## src/rtl/rgb_color_sel_pkg.sv

```systemverilog
// rgb_pkg: colour codes, selector states and ms-to-cycles helper for rgb_color_sel
package rgb_pkg;
   localparam logic [2:0] RGB_OFF   = 3'd0;
   localparam logic [2:0] RGB_RED   = 3'd1;
   localparam logic [2:0] RGB_GREEN = 3'd2;
   localparam logic [2:0] RGB_BLUE  = 3'd4;
   localparam logic [2:0] RGB_WHITE = 3'd7;
   typedef enum logic [1:0] {IDLE, SHOW_ERR, SHOW_OK} sel_state_t;
   function automatic int ms_to_cycles(input int clk_hz, input int ms);
      return (clk_hz / 1000) * ms;
   endfunction
endpackage

```

## src/rtl/rgb_color_sel_debounce.sv

```systemverilog
// btn_debounce: 2-FF sync, debounce, press pulse; long-press pulse under RGB_SEL_LONGPRESS_EN
module btn_debounce #(
   parameter int DB_CYCLES = 4
`ifdef RGB_SEL_LONGPRESS_EN
   , parameter int LONG_CYCLES = 20
`endif
) (
   input  logic clk_in,
   input  logic reset,
   input  logic btn_in,
   output logic press,
   output logic long_press
);
   localparam int DW = $clog2(DB_CYCLES + 1);
   logic s1, s2, level;
   logic [DW-1:0] cnt;
   always_ff @(posedge clk_in) begin
      if (reset) begin
         s1 <= 1'b0;
         s2 <= 1'b0;
         level <= 1'b0;
         cnt <= '0;
         press <= 1'b0;
      end else begin
         s1 <= btn_in;
         s2 <= s1;
         press <= 1'b0;
         if (s2 == level) cnt <= '0;
         else if (cnt == DW'(DB_CYCLES)) begin
            level <= s2;
            cnt <= '0;
            press <= s2;
         end else cnt <= cnt + 1'b1;
      end
   end
`ifdef RGB_SEL_LONGPRESS_EN
   localparam int LW = $clog2(LONG_CYCLES + 1);
   logic [LW-1:0] lcnt;
   // counter saturates so the clear fires once per hold
   always_ff @(posedge clk_in) begin
      if (reset) begin
         lcnt <= '0;
         long_press <= 1'b0;
      end else begin
         lcnt <= !level ? '0 : (lcnt != LW'(LONG_CYCLES)) ? lcnt + 1'b1 : lcnt;
         long_press <= level && lcnt == LW'(LONG_CYCLES - 1);
      end
   end
`else
   assign long_press = 1'b0;
`endif
endmodule

```

## src/rtl/rgb_color_sel.sv

```systemverilog
// rgb_color_sel: button-stepped user colour with timed error/ok overrides; RGB_SEL_LONGPRESS_EN adds long-press clear
module rgb_color_sel
   import rgb_pkg::*;
#(
   parameter int CLK_FREQ_HZ = 100000000,
   parameter int DEBOUNCE_MS = 20,
   parameter int HOLD_MS = 500
`ifdef RGB_SEL_LONGPRESS_EN
   , parameter int LONG_MS = 1000
`endif
) (
   input  logic       clk_in,
   input  logic       reset,
   input  logic       btn_in,
   input  logic       err_evt,
   input  logic       ok_evt,
   output logic [2:0] led_code,
   output logic       override
);
   localparam int DEBOUNCE_CYCLES = ms_to_cycles(CLK_FREQ_HZ, DEBOUNCE_MS);
   localparam int HOLD_CYCLES = ms_to_cycles(CLK_FREQ_HZ, HOLD_MS);
   localparam int HW = $clog2(HOLD_CYCLES + 1);
   logic press, long_press;
   logic [2:0] user_color;
   logic [HW-1:0] hold_cnt;
   sel_state_t state;
   btn_debounce #(
      .DB_CYCLES(DEBOUNCE_CYCLES)
`ifdef RGB_SEL_LONGPRESS_EN
      , .LONG_CYCLES(ms_to_cycles(CLK_FREQ_HZ, LONG_MS))
`endif
   ) u_btn (
      .clk_in(clk_in),
      .reset(reset),
      .btn_in(btn_in),
      .press(press),
      .long_press(long_press)
   );
   always_ff @(posedge clk_in) begin
      if (reset) begin
         state <= IDLE;
         hold_cnt <= '0;
         user_color <= RGB_OFF;
         led_code <= RGB_OFF;
         override <= 1'b0;
      end else begin
         user_color <= long_press ? RGB_OFF : press ? user_color + 3'd1 : user_color;
         if (err_evt) begin
            state <= SHOW_ERR;
            hold_cnt <= '0;
            led_code <= RGB_RED;
            override <= 1'b1;
         end else if (ok_evt && state != SHOW_ERR) begin
            state <= SHOW_OK;
            hold_cnt <= '0;
            led_code <= RGB_GREEN;
            override <= 1'b1;
         end else if (state == IDLE) led_code <= user_color;
         else if (hold_cnt == HW'(HOLD_CYCLES - 1)) begin
            state <= IDLE;
            hold_cnt <= '0;
            led_code <= user_color;
            override <= 1'b0;
         end else hold_cnt <= hold_cnt + 1'b1;
      end
   end
endmodule

```

## config.mk

```make
export PLATFORM = sky130hd
export DESIGN_NAME = rgb_color_sel
export DESIGN_NICKNAME = d
export VERILOG_FILES = /design/src/rtl/rgb_color_sel_pkg.sv /design/src/rtl/rgb_color_sel_debounce.sv /design/src/rtl/rgb_color_sel.sv
export SDC_FILE = /design/constraint.sdc
export NUM_CORES = 1
export LEC_CHECK = 0
export ABC_CLOCK_PERIOD_IN_PS = 2100
export CORE_ASPECT_RATIO = 1.1
export CORE_UTILIZATION = 25
export DETAILED_ROUTE_END_ITERATION = 10
export GPL_ROUTABILITY_DRIVEN = 1
export GPL_TIMING_DRIVEN = 0
export PLACE_DENSITY_LB_ADDON = 0.15
export RECOVER_POWER = 100
export REMOVE_ABC_BUFFERS = 1
export SLEW_MARGIN = 20
export SYNTH_ARGS = -nofsm -noshare
export SYNTH_HDL_FRONTEND = slang
export SYNTH_HIERARCHICAL = 1
export SYNTH_SLANG_ARGS = --single-unit
```

## constraint.sdc

```tcl
create_clock -name clk_in -period 2.1 [get_ports clk_in]
set_clock_uncertainty 0.05 [all_clocks]
set_input_delay 0.21 -clock clk_in [delete_from_list [all_inputs] [get_ports clk_in]]
set_output_delay 0.21 -clock clk_in [all_outputs]
set_load 0.05 [all_outputs]
```

Yosys cells after proc, flatten, opt, wreduce, memory -nomap -nowiden. Cells that the tools add are included.

Register bits after elaboration: 60. Output and inout bits: 4.

Add/subtract/negate cells: 3. Eq/ne operators: 6. Muxes and demuxes: 13. Bitwise logic cells: 2. Reductions and logical operators: 14.

Operators with widths (count): adder 26 x 1 -> 26 bit, second input constant (1); == test 26 bit, second input constant (1); two-way mux 26 bit (1); adder 21 x 1 -> 21 bit, second input constant (1); == test 21 bit, second input constant (1); OR reduction 3 bit (3); two-way mux 2 bit (4); two-way mux 1 bit (6); two-way mux 3 bit (2); AND reduction 2 bit (3); nonzero test 3 bit (2); nonzero test 2 bit (2); nonzero test 4 bit (1); adder 3 x 1 -> 3 bit, second input constant (1); inequality test 3 bit, second input constant (1); logical NOT 2 bit (1); inequality test 2 x 1 -> 1 bit, second input constant (1); inequality test 2 bit, second input constant (1); inverter 1 bit (2); OR reduction 2 bit (1); == test 1 bit (1); logical AND 1 bit (1).

Depth between registers and ports, before layout. Gate-level depths: netlist of the first run.

Depth in word-level cells: 5. Mapped depth: 7. Mapped depth without buffers: 6.

Hierarchy. The synthesis of the first run kept the hierarchy.

Modules (own cells, without submodules): rgb_color_sel (times used 1, cells an instance 207, area an instance 1726.7 µm², sequential area each 700.7 µm²); btn_debounce (times used 1, cells an instance 132, area an instance 1133.6 µm², sequential area each 500.5 µm²).

Least setup slack after synthesis of the first run. OpenSTA, ideal clock, no wires.

Path type: flip-flop to flip-flop. Start point: register u_btn.cnt[0]. End point: register u_btn.cnt[20]. Library setup time: 0.070 ns. Arrival time: 1.792 ns. Data required time: 1.980 ns. Path slack: 0.188 ns. Stages on the path, launching flop included: 7. Buffers on the path: 1. Clock period less this slack: 1.912 ns. Cells stage by stage: dfxtp_1 > ha_1 > nand4_1 > or3_1 > clkbuf_1 > or4_1 > a21oi_1.

Word-level cells in the longest chain between the ends: 2. Elaborated cells between the ends (all ways): 3. Those cells by class: 1 x add/sub; 1 x eq/ne; 1 x reduce/logical.

RTL lines: from (decl) (line rgb_color_sel_debounce.sv:16) `logic [DW-1:0] cnt;`; from (signal assigned) (line rgb_color_sel_debounce.sv:33) `end else cnt <= cnt + 1'b1;`; branches (longest 2 deep; another with adder 21 x 1 -> 21 bit).

Parallel ways; which one is timed is not known. A chain may end at the register's enable or synchronous reset.

Worst setup path after layout of the first run. Ends and elaborated chain as after synthesis.

==> flow_metrics.tcl, run 1 <==
set metrics [dict create \
    maxCapViolations 0 \
    required_ps 2310 \
    arrival_ps 2230 \
    drive_above_1_share_pct 11.7 \
    clockBufferDepth 2 \
    cp_max_fo 7 \
    r2r_slack_ps 80 \
    fmax_mhz 495 \
    fin_crit_ps 2020 \
    syn_avg_cell_area_um2 8.44 \
    antenna_found_initial 0 \
    grt_use_met1_pct 14.8 \
    die_w_um 104 \
    drcViolationCount 0 \
    end_kind "flip-flop" \
    vias_per_cell 4.66 \
    worstReg2RegStart "u_btn/cnt[0]" \
    period_share_pct 96.3 \
    min_path_type "flip-flop to flip-flop" \
    die_y_um 114 \
    rows 40 \
    ys_ff_latch 60 \
    cts_tree "built" \
    maxSlewHeadroom_pct 53.3 \
    crit_slowest_cell "or4_1" \
    grt_pass1_wl_um 11200 \
    place_ws_ps -647 \
    peakVddDrop_mv 0.326 \
    antenna_cells 0 \
    synth-compound-area-share_pct 8.79 \
    status "complete, no violations" \
    wirelength_um 6510 \
    setup_viol 0 \
    initial_core_util_pct 26.0 \
    fin_area_um2 3510 \
    p_leak_nw 1.09 \
    final_max_slew_viol_count 0 \
    ys.flop_type "dfxtp_1" \
    ys_warn_count 6 \
    clockRootBuffer "clkbuf_16" \
    power-per-cell-area_nw_per_um2 782 \
    synthAdderAreaFrac_pct 2.19 \
    grt_max_degree 16 \
    routabilityCongestion 0.731 \
    rsz0062_at_grt "no" \
    worstMarginPinSlew_ps 695 \
    synth_seq_area_share_pct 42.0 \
    cts_htree_levels 3 \
    vias 2358 \
    track_usage_pct 11.9 \
    grtUsageMet2_pct 19.0 \
    synth_edf_count 0 \
    startpoint "u_btn/cnt[0]" \
    synthCells 339 \
    reg2reg_depth 5 \
    grt.busiest_layer "met2" \
    synth_xor_xnor_area_share_pct 10.1 \
    yosys.area_share.simple_pct 31.8 \
    clkSlewWorstSetupHoldPaths_ps 50 \
    fin_util_pct 31.9 \
    insertion_delay_ps 330 \
    instances_no_fill 506 \
    slowest_delay_ps 480 \
    netlist_area_um2 2860 \
    dr.pass1.iters 4 \
    cts_sinks 60 \
    async_flop_share_pct 0 \
    placed_cells 483 \
    cts_made_buffers 9 \
    ant_nets 0 \
    fin_nets 364 \
    synth_top_family_by_area "simple AND/OR/NAND/NOR gates" \
    grt_overflow 0 \
    dp_hpwl_um 4510 \
    holdWs_ps 383 \
    drt_iter0_markers 71 \
    min_from "u_btn/s1" \
    path_class "flip-flop to flip-flop" \
    routedWlPerCell_um 12.9 \
    path_cells "ha_1 > nand4_1 > or3_4 > or4_1 > a21oi_1" \
    setup_slack_ps 78.4 \
    synth.distinct_cells 45 \
    dpl_cell_area_um2 3090 \
    numPortBuffers 8 \
    rr_endpoint "u_btn/cnt[20]" \
    synthMuxAreaShare_pct 2.10 \
    area_growth_pct 22.6 \
    endpoint "u_btn/cnt[20]" \
    hold_viol 0 \
    dieArea_um2 11900 \
    grt_pass1_vias 2262 \
    met3_usage_pct 3.07 \
    pin_count 9 \
    critPathLaunchType "flip-flop" \
    core_um2 11000 \
]
## synthesized netlist by cell type, types with 2 or more instances
master / instances / area (um^2)
nand2b_1: 2 / 12.5
buf_2: 2 / 10.0
mux2i_1: 6 / 60.1
nand3b_1: 2 / 15.0
or3_1: 7 / 43.8
nor4b_1: 3 / 26.3
dfxtp_1: 60 / 1200
xnor2_1: 17 / 149
o31ai_1: 3 / 22.5
nor2_1: 48 / 180
nand3_1: 21 / 105
nand2_1: 30 / 113
xor2_1: 16 / 140
o21ai_0: 12 / 60.1
a21oi_1: 15 / 75.1
nand4_1: 15 / 93.8
inv_1: 8 / 30.0
or4_1: 4 / 30.0
nor4_1: 11 / 68.8
ha_1: 5 / 62.6
nor3_1: 10 / 50.1
nand4b_1: 2 / 17.5
nor2b_1: 3 / 18.8
a21boi_0: 5 / 37.5
and4_1: 3 / 26.3
and3_1: 3 / 18.8
clkbuf_1: 8 / 30.0
## final cells by class
type	count	area [um^2]
multi-input cells	259	1640
clock inverters	4	47.5
clock buffers	12	256
flip-flops and latches	60	1200
well taps	147	184
fillers	1227	7500
repair buffers	16	148
inverters	8	30.0
## per-stage QoR
stage / setup TNS, ps / power, mW
after global placement: -32870 / 1.26
after floorplan: -2540 / 1.23
after detailed placement: -14080 / 1.27
after CTS: 0 / 2.79
after global routing: 0 / 2.86
final: 0 / 2.74
## power breakdown
group / leakage (nW) / switching (mW) / total [mW] / internal [mW]
clock network: 0.149 / 0.515 / 1.49 / 0.978
registers: 0.486 / 0.00782 / 1.16 / 1.15
logic: 0.455 / 0.0607 / 0.0921 / 0.0315
total: 1.09 / 0.584 / 2.74 / 2.16
## worst min-delay path by stage
stage	to	slack, ps	cells past startpoint
2_1_floorplan	u_btn/s1	230	1
3_3_place_gp	u_btn/s2	370	1
3_5_place_dp	u_btn/s2	380	1
4_1_cts	u_btn/s1	370	2
5_1_grt	u_btn/s1	400	2
6_report	u_btn/s2	380	1
## timing repair
item / in CTS / in global routing
pin swaps: 1 / 4
hold buffers: 0 / 0
resized for setup: 5 / 9
setup buffers: 1 / 6
setup endpoints to repair: 30 / 24
## worst max-delay path, delay by kind of cell (launching register included)
kind                       cells  cell delay (ps)
DFF                            1              390
AOI/OAI and AO/OA              1              140
adders and majority gates      1              230
and+or+nand+nor                3             1150
## sequential cells by signal (all words and copies together) (netlist names)
name         cells
hold_cnt        26
led_code         3
u_btn/level      1
u_btn/s2         1
override         1
u_btn/cnt       21
user_color       3
u_btn/s1         1
state            2
u_btn/press      1
## metal layers
layer	vias up	share of wire, %
li1	1240	-
met1	1089	51
met2	18	45
met3	11	2.6
met4	0	2.1
met5	-	0
## cell families after synthesis
kind of cell,count (synthesis)
adder cells (fa/ha/maj),5
AO/OA/AOI/OAI,42
buffers and inverters,20
flip-flops,60
other,1
XOR/XNOR,33
AND/OR/NAND/NOR,172
multiplexers,6
## layout by cell type, fill, tap and decap left out, types with 2 or more instances in the layout
master           count
a21oi_1             15
nor2b_1              3
ha_1                 5
nand3b_1             2
nor4_2               2
o31ai_1              3
nand4b_1             2
clkbuf_16            9
nand4_1             15
clkbuf_8             2
dlygate4sd3_1        5
or3_1                6
and3_1               3
or4_1                3
dfxtp_1             57
inv_1                8
clkdlybuf4s50_1      3
nor4b_1              3
nor2_1              47
nand2_1             28
clkinv_2             2
and4_1               3
o21ai_0             11
mux2i_1              6
nand3_1             21
xnor2_1             17
nor4_1               9
buf_4                7
nor3_1              10
a21boi_0             5
xor2_1              16
dfxtp_2              3
nand2b_1             2
Note: power is estimated with default switching activity, not from simulation.
==> run 2, diff against run 1 <==
--- a/config.mk
+++ b/config.mk
@@ -9,6 +9,7 @@
 export CORE_ASPECT_RATIO = 1.1
 export CORE_UTILIZATION = 25
 export DETAILED_ROUTE_END_ITERATION = 10
+export DONT_BUFFER_PORTS = 1
 export GPL_ROUTABILITY_DRIVEN = 1
 export GPL_TIMING_DRIVEN = 0
 export PLACE_DENSITY_LB_ADDON = 0.15
==> run 2 against run 1 <==
  * Cell count shrank 1.2%
  * Final area is 1.5% lower
  * Flip-flop and latch count did not move
  * Routed wire length is 0.25% lower
  * Clock power shrank 3%
  * Utilization down 0.48 points
  * Clock-buffer cell count did not move
  * Global-route usage hardly changed
  * Critical path depth is 1 higher
  * Largest power group unchanged
  * Power decreased by 2.6%
  * Non-clock buffer count fell by 4
  * Die area did not move
==> flow_metrics.tcl, run 2 (synthesized netlist as in run 1, its figures left out) <==
set metrics [dict create \
    status "complete, no violations" \
    reg_top3 "hold_cnt: 26 flops, u_btn/cnt: 21 flops" \
    insertion_delay_ps 320 \
    instances_no_fill 500 \
    area_growth_pct 20.8 \
    drcViolationCount 0 \
    power_mw 2.67 \
    routabilityCongestion 0.745 \
    min_path_type "input port to flip-flop" \
    switching_share_pct 20.0 \
    die_w_um 104 \
    wirelength_um 6500 \
    drive_above_1_share_pct 12.2 \
    antenna_found_initial 0 \
    clockBufferDepth 2 \
    clkSlewWorstSetupHoldPaths_ps 50 \
    grt_overflow 0 \
    seq_area_um2 1210 \
    clockRootBuffer "clkbuf_16" \
    crit_slowest_cell "or4b_4" \
    drt_iter0_markers 68 \
    arrival_ps 2170 \
    ant_nets 0 \
    grt_pass1_vias 2274 \
    cp_max_fo 6 \
    rr_endpoint "led_code[0]" \
    period_share_pct 94.9 \
    power-per-cell-area_nw_per_um2 773 \
    p_leak_nw 1.06 \
    max_flop_register "hold_cnt" \
    grt_max_degree 16 \
    track_usage_pct 11.9 \
    path_class "flip-flop to flip-flop" \
    core_um2 11000 \
    largest_reg_flops 26 \
    end_kind "flip-flop" \
    fin_util_pct 31.4 \
    fin_crit_ps 1990 \
    holdPathEnd "led_code[0]" \
    startpoint "hold_cnt[11]" \
    initial_core_util_pct 26.0 \
    antenna_cells 0 \
    p_sw_mw 0.535 \
    dr.pass1.iters 4 \
    hold_viol 0 \
    worstMarginPinSlew_ps 696 \
    numPortBuffers 0 \
    cts_made_buffers 9 \
    routedWlPerCell_um 13.0 \
    n_fill_cell 1203 \
    p_comb_share_pct 2.4 \
    tns_ps 0 \
    vias 2368 \
    min_from "reset" \
    peakVddDrop_mv 0.329 \
    die_y_um 114 \
    cts_htree_levels 3 \
    vias_per_cell 4.74 \
    cts_sinks 60 \
    cts_tree "built" \
    rows 40 \
    fmax_mhz 502 \
    maxSlewHeadroom_pct 53.2 \
    reg2reg_depth 6 \
    rsz0062_at_grt "no" \
    path_cells "or4b_4 > nor4_4 > buf_4 > a21oi_4 > mux2i_1 > o31ai_1" \
    power_frac_seq_pct 43.8 \
    layout_common_cells "dfxtp_1 (55), nor2_1 (47), nand2_1 (28), nand3_1 (21), xnor2_1 (17)" \
    p_int_mw 2.14 \
    critPathLaunchType "flip-flop" \
    clkPwrFrac_pct 53.7 \
    setup_viol 0 \
    worstReg2RegStart "hold_cnt[11]" \
    path_buf_inv 1 \
    grt_pass1_wl_um 11300 \
    maxCapViolations 0 \
    final_max_slew_viol_count 0 \
    fin_nets 360 \
    min_path_cells 2 \
    r2r_slack_ps 110 \
    placed_cells 475 \
    multiInputGateArea_um2 1650 \
    slowest_delay_ps 570 \
    required_ps 2280 \
    layout_commonest_cell "dfxtp_1" \
    cp_top_family "simple AND/OR/NAND/NOR gates" \
    dp_hpwl_um 4550 \
    pin_count 9 \
    dieArea_um2 11900 \
]
-- run 2: changes by cell type in the layout (fill, tap and decap cells not counted), moves of 2 or more --
| cell | change |
|---|---|
| clkdlybuf4s50_1 | -3 |
| buf_4 | -2 |
| dfxtp_1 | -2 |
| dfxtp_2 | +2 |
| dlygate4sd3_1 | -2 |
-- run 2: power by group through the flow --
stage,Clock [mW],Combinational [mW],Sequential [mW]
3_3_place_gp,0,0.0523,1.19
6_report,1.44,0.0643,1.17
4_1_cts,1.49,0.0626,1.17
3_5_place_dp,0,0.0541,1.19
2_1_floorplan,0,0.0377,1.19
5_1_grt,1.54,0.0728,1.17
-- run 2: routing by layer --
layer	vias up	track usage, %	part of all wire, %
met1	1105	15.2	50
met5	-	0	0
met2	26	19.2	46
li1	1231	-	-
met4	0	4.86	1.0
met3	6	3.07	2.9
-- run 2: per-stage QoR --
stage | setup slack (ps) | area (um^2) | hold WS (ps)
3_3_place_gp | -1200 | 2990 | 233
5_1_grt | 7.30 | 3450 | 42.1
3_5_place_dp | -654 | 3010 | 236
2_1_floorplan | -142 | 2810 | 232
6_report | 107 | 3450 | 40.9
4_1_cts | 26.8 | 3370 | 24.4
-- run 2: worst max-delay path by stage --
stage / slack [ps] / cells past startpoint / to
3_3_place_gp: -1200 / 4 / u_btn/cnt[6]
4_1_cts: 30 / 5 / hold_cnt[10]
6_report: 110 / 6 / led_code[0]
2_1_floorplan: -140 / 4 / u_btn/cnt[10]
5_1_grt: 7 / 6 / led_code[0]
3_5_place_dp: -650 / 5 / hold_cnt[11]
-- run 2: worst register-to-register path: cells and delay by family (launching register included) --
family / cells / cell delay, ps
AOI/OAI and AO/OA: 2 / 340
buffers and inverters: 1 / 180
DFF: 1 / 340
muxes: 1 / 160
and+or+nand+nor: 2 / 850
-- run 2: layout make-up --
| type | count | area share (%) |
|---|---|---|
| Clock buffer | 12 | 7.42 |
| Multi-Input combinational cell | 259 | 47.7 |
| Tap cell | 147 | 5.32 |
| Clock inverter | 2 | 1.01 |
| Inverter | 8 | 0.869 |
| Sequential cell | 60 | 35.0 |
| Timing Repair Buffer | 12 | 2.75 |
-- run 2: timing repair --
action / in CTS / in global routing
setup endpoints to repair: 30 / 34
buffers inserted: 2 / 6
gates resized for setup: 5 / 13
hold buffers: 3 / 0
cloned: 0 / 0
pin swaps: 1 / 5
hold endpoints to repair: 10 / 0
==> run 3, diff against run 2 <==
--- a/config.mk
+++ b/config.mk
@@ -13,7 +13,7 @@
 export GPL_ROUTABILITY_DRIVEN = 1
 export GPL_TIMING_DRIVEN = 0
 export PLACE_DENSITY_LB_ADDON = 0.15
-export RECOVER_POWER = 100
+export RECOVER_POWER = 25
 export REMOVE_ABC_BUFFERS = 1
 export SLEW_MARGIN = 20
 export SYNTH_ARGS = -nofsm -noshare
==> run 3 against run 2 <==
  * Maximum frequency down 0.39%
  * Hold slack about the same
  * Non-clock buffer count unchanged
  * First-iteration DRC count up 12%
  * Critical path depth unchanged
  * Routed wire length up 0.18%
  * Clock power about the same
  * Sequential power about the same
  * Flip-flop and latch count unchanged
  * Clock-buffer cell count unchanged
  * Critical path type unchanged
  * Combinational power about the same
==> flow_metrics.tcl, run 3 (synthesized netlist as in run 1, its figures left out) <==
set metrics [dict create \
    status "complete, no violations" \
    fin_crit_ps 2000 \
    dpl_cell_area_um2 3010 \
    dp_hpwl_um 4550 \
    cts_htree_levels 3 \
    fmax_mhz 500 \
    worstMarginPinSlew_ps 692 \
    peakVddDrop_mv 0.329 \
    instances_no_fill 500 \
    pin_count 9 \
    rows 40 \
    fin_area_um2 3460 \
    end_kind "flip-flop" \
    power-per-cell-area_nw_per_um2 772 \
    fin_nets 360 \
    cts_sinks 60 \
    maxCapViolations 0 \
    wirelength_um 6510 \
    path_class "flip-flop to flip-flop" \
    placed_cells 475 \
    routedWlPerCell_um 13.0 \
    setup_slack_ps 98.9 \
    hold_viol 0 \
    antenna_cells 0 \
    n_fill_cell 1200 \
    grt_pass1_wl_um 11300 \
    die_w_um 104 \
    max_flop_register "hold_cnt" \
    insertion_delay_ps 320 \
    cts_made_buffers 9 \
    grt_max_degree 16 \
    final_max_slew_viol_count 0 \
    area_growth_pct 21.0 \
    track_usage_pct 11.9 \
    initial_core_util_pct 26.0 \
    grt_pass1_vias 2274 \
    holdWs_ps 40.9 \
    cp_max_fo 6 \
    grt_overflow 0 \
    fin_util_pct 31.4 \
    clkSlewWorstSetupHoldPaths_ps 50 \
    clockRootBuffer "clkbuf_16" \
    dieArea_um2 11900 \
    reg_top3 "hold_cnt: 26 flops, u_btn/cnt: 21 flops" \
    arrival_ps 2180 \
    core_um2 11000 \
    place_ws_ps -654 \
    ant_nets 0 \
    antenna_found_initial 0 \
    power_mw 2.67 \
    layout_common_cells "dfxtp_1 (55), nor2_1 (47), nand2_1 (28), nand3_1 (21), xnor2_1 (17)" \
    maxSlewHeadroom_pct 53.5 \
    numPortBuffers 0 \
    cts_tree "built" \
    period_share_pct 95.3 \
    vias 2363 \
    die_y_um 114 \
    routabilityCongestion 0.745 \
    vias_per_cell 4.73 \
    largest_reg_flops 26 \
    tns_ps 0 \
    clockBufferDepth 2 \
    min_path_type "input port to flip-flop" \
    critPathLaunchType "flip-flop" \
    p_leak_nw 1.06 \
    drcViolationCount 0 \
    layout_commonest_cell "dfxtp_1" \
    dr.pass1.iters 4 \
    drt_iter0_markers 76 \
    rsz0062_at_grt "no" \
    drive_above_1_share_pct 12.5 \
    required_ps 2280 \
    setup_viol 0 \
]
==> run 3: critical path: stages, from the launching register on <==
cell and delay [ps]:
dfxtp_2 340, or4b_4 570, nor4_4 280, buf_4 180, a21oi_4 100, mux2i_1 160
o31ai_1 240
==> run 3: layout make-up <==
cell class,instances,area (um^2),area share [%]
inverter,8,30.0,0.868
sequential,60,1210,34.9
timing repair buffer,12,101,2.93
multi-input combinational,259,1650,47.6
clock inverter,2,35.0,1.01
clock buffer,12,256,7.41
tap,147,184,5.31
==> run 3: path summary, 6_finish.rpt <==
kind                start          end  slack [ps]  cells after the start
max reg2reg  hold_cnt[11]  led_code[0]         100                      6
min                 reset  led_code[0]          40                      2
min reg2reg      u_btn/s1     u_btn/s2         390                      1
max          hold_cnt[11]  led_code[0]         100                      6
==> run 3: report_power, final <==
part	total (mW)	switching, mW	internal [mW]
sequential	1.17	0.0213	1.15
combinational	0.0645	0.0438	0.0207
clock	1.44	0.470	0.966
total	2.67	0.535	2.14
==> run 3: repair_timing <==
| action | in CTS | in global routing |
|---|---|---|
| endpoints found under the hold margin | 10 | 0 |
| hold buffers | 3 | 0 |
| cloned | 0 | 0 |
| gates resized for setup | 5 | 13 |
| setup buffers | 2 | 6 |
| setup endpoints to repair | 30 | 34 |
| pin swaps | 1 | 5 |
==> run 3: layer usage <==
layer,routed length (um),vias to the layer above,track usage (%)
met4,68,0,4.86
met1,3240,1101,15.2
met2,3000,26,19.2
li1,-,1230,-
met5,0,-,0
met3,203,6,3.07
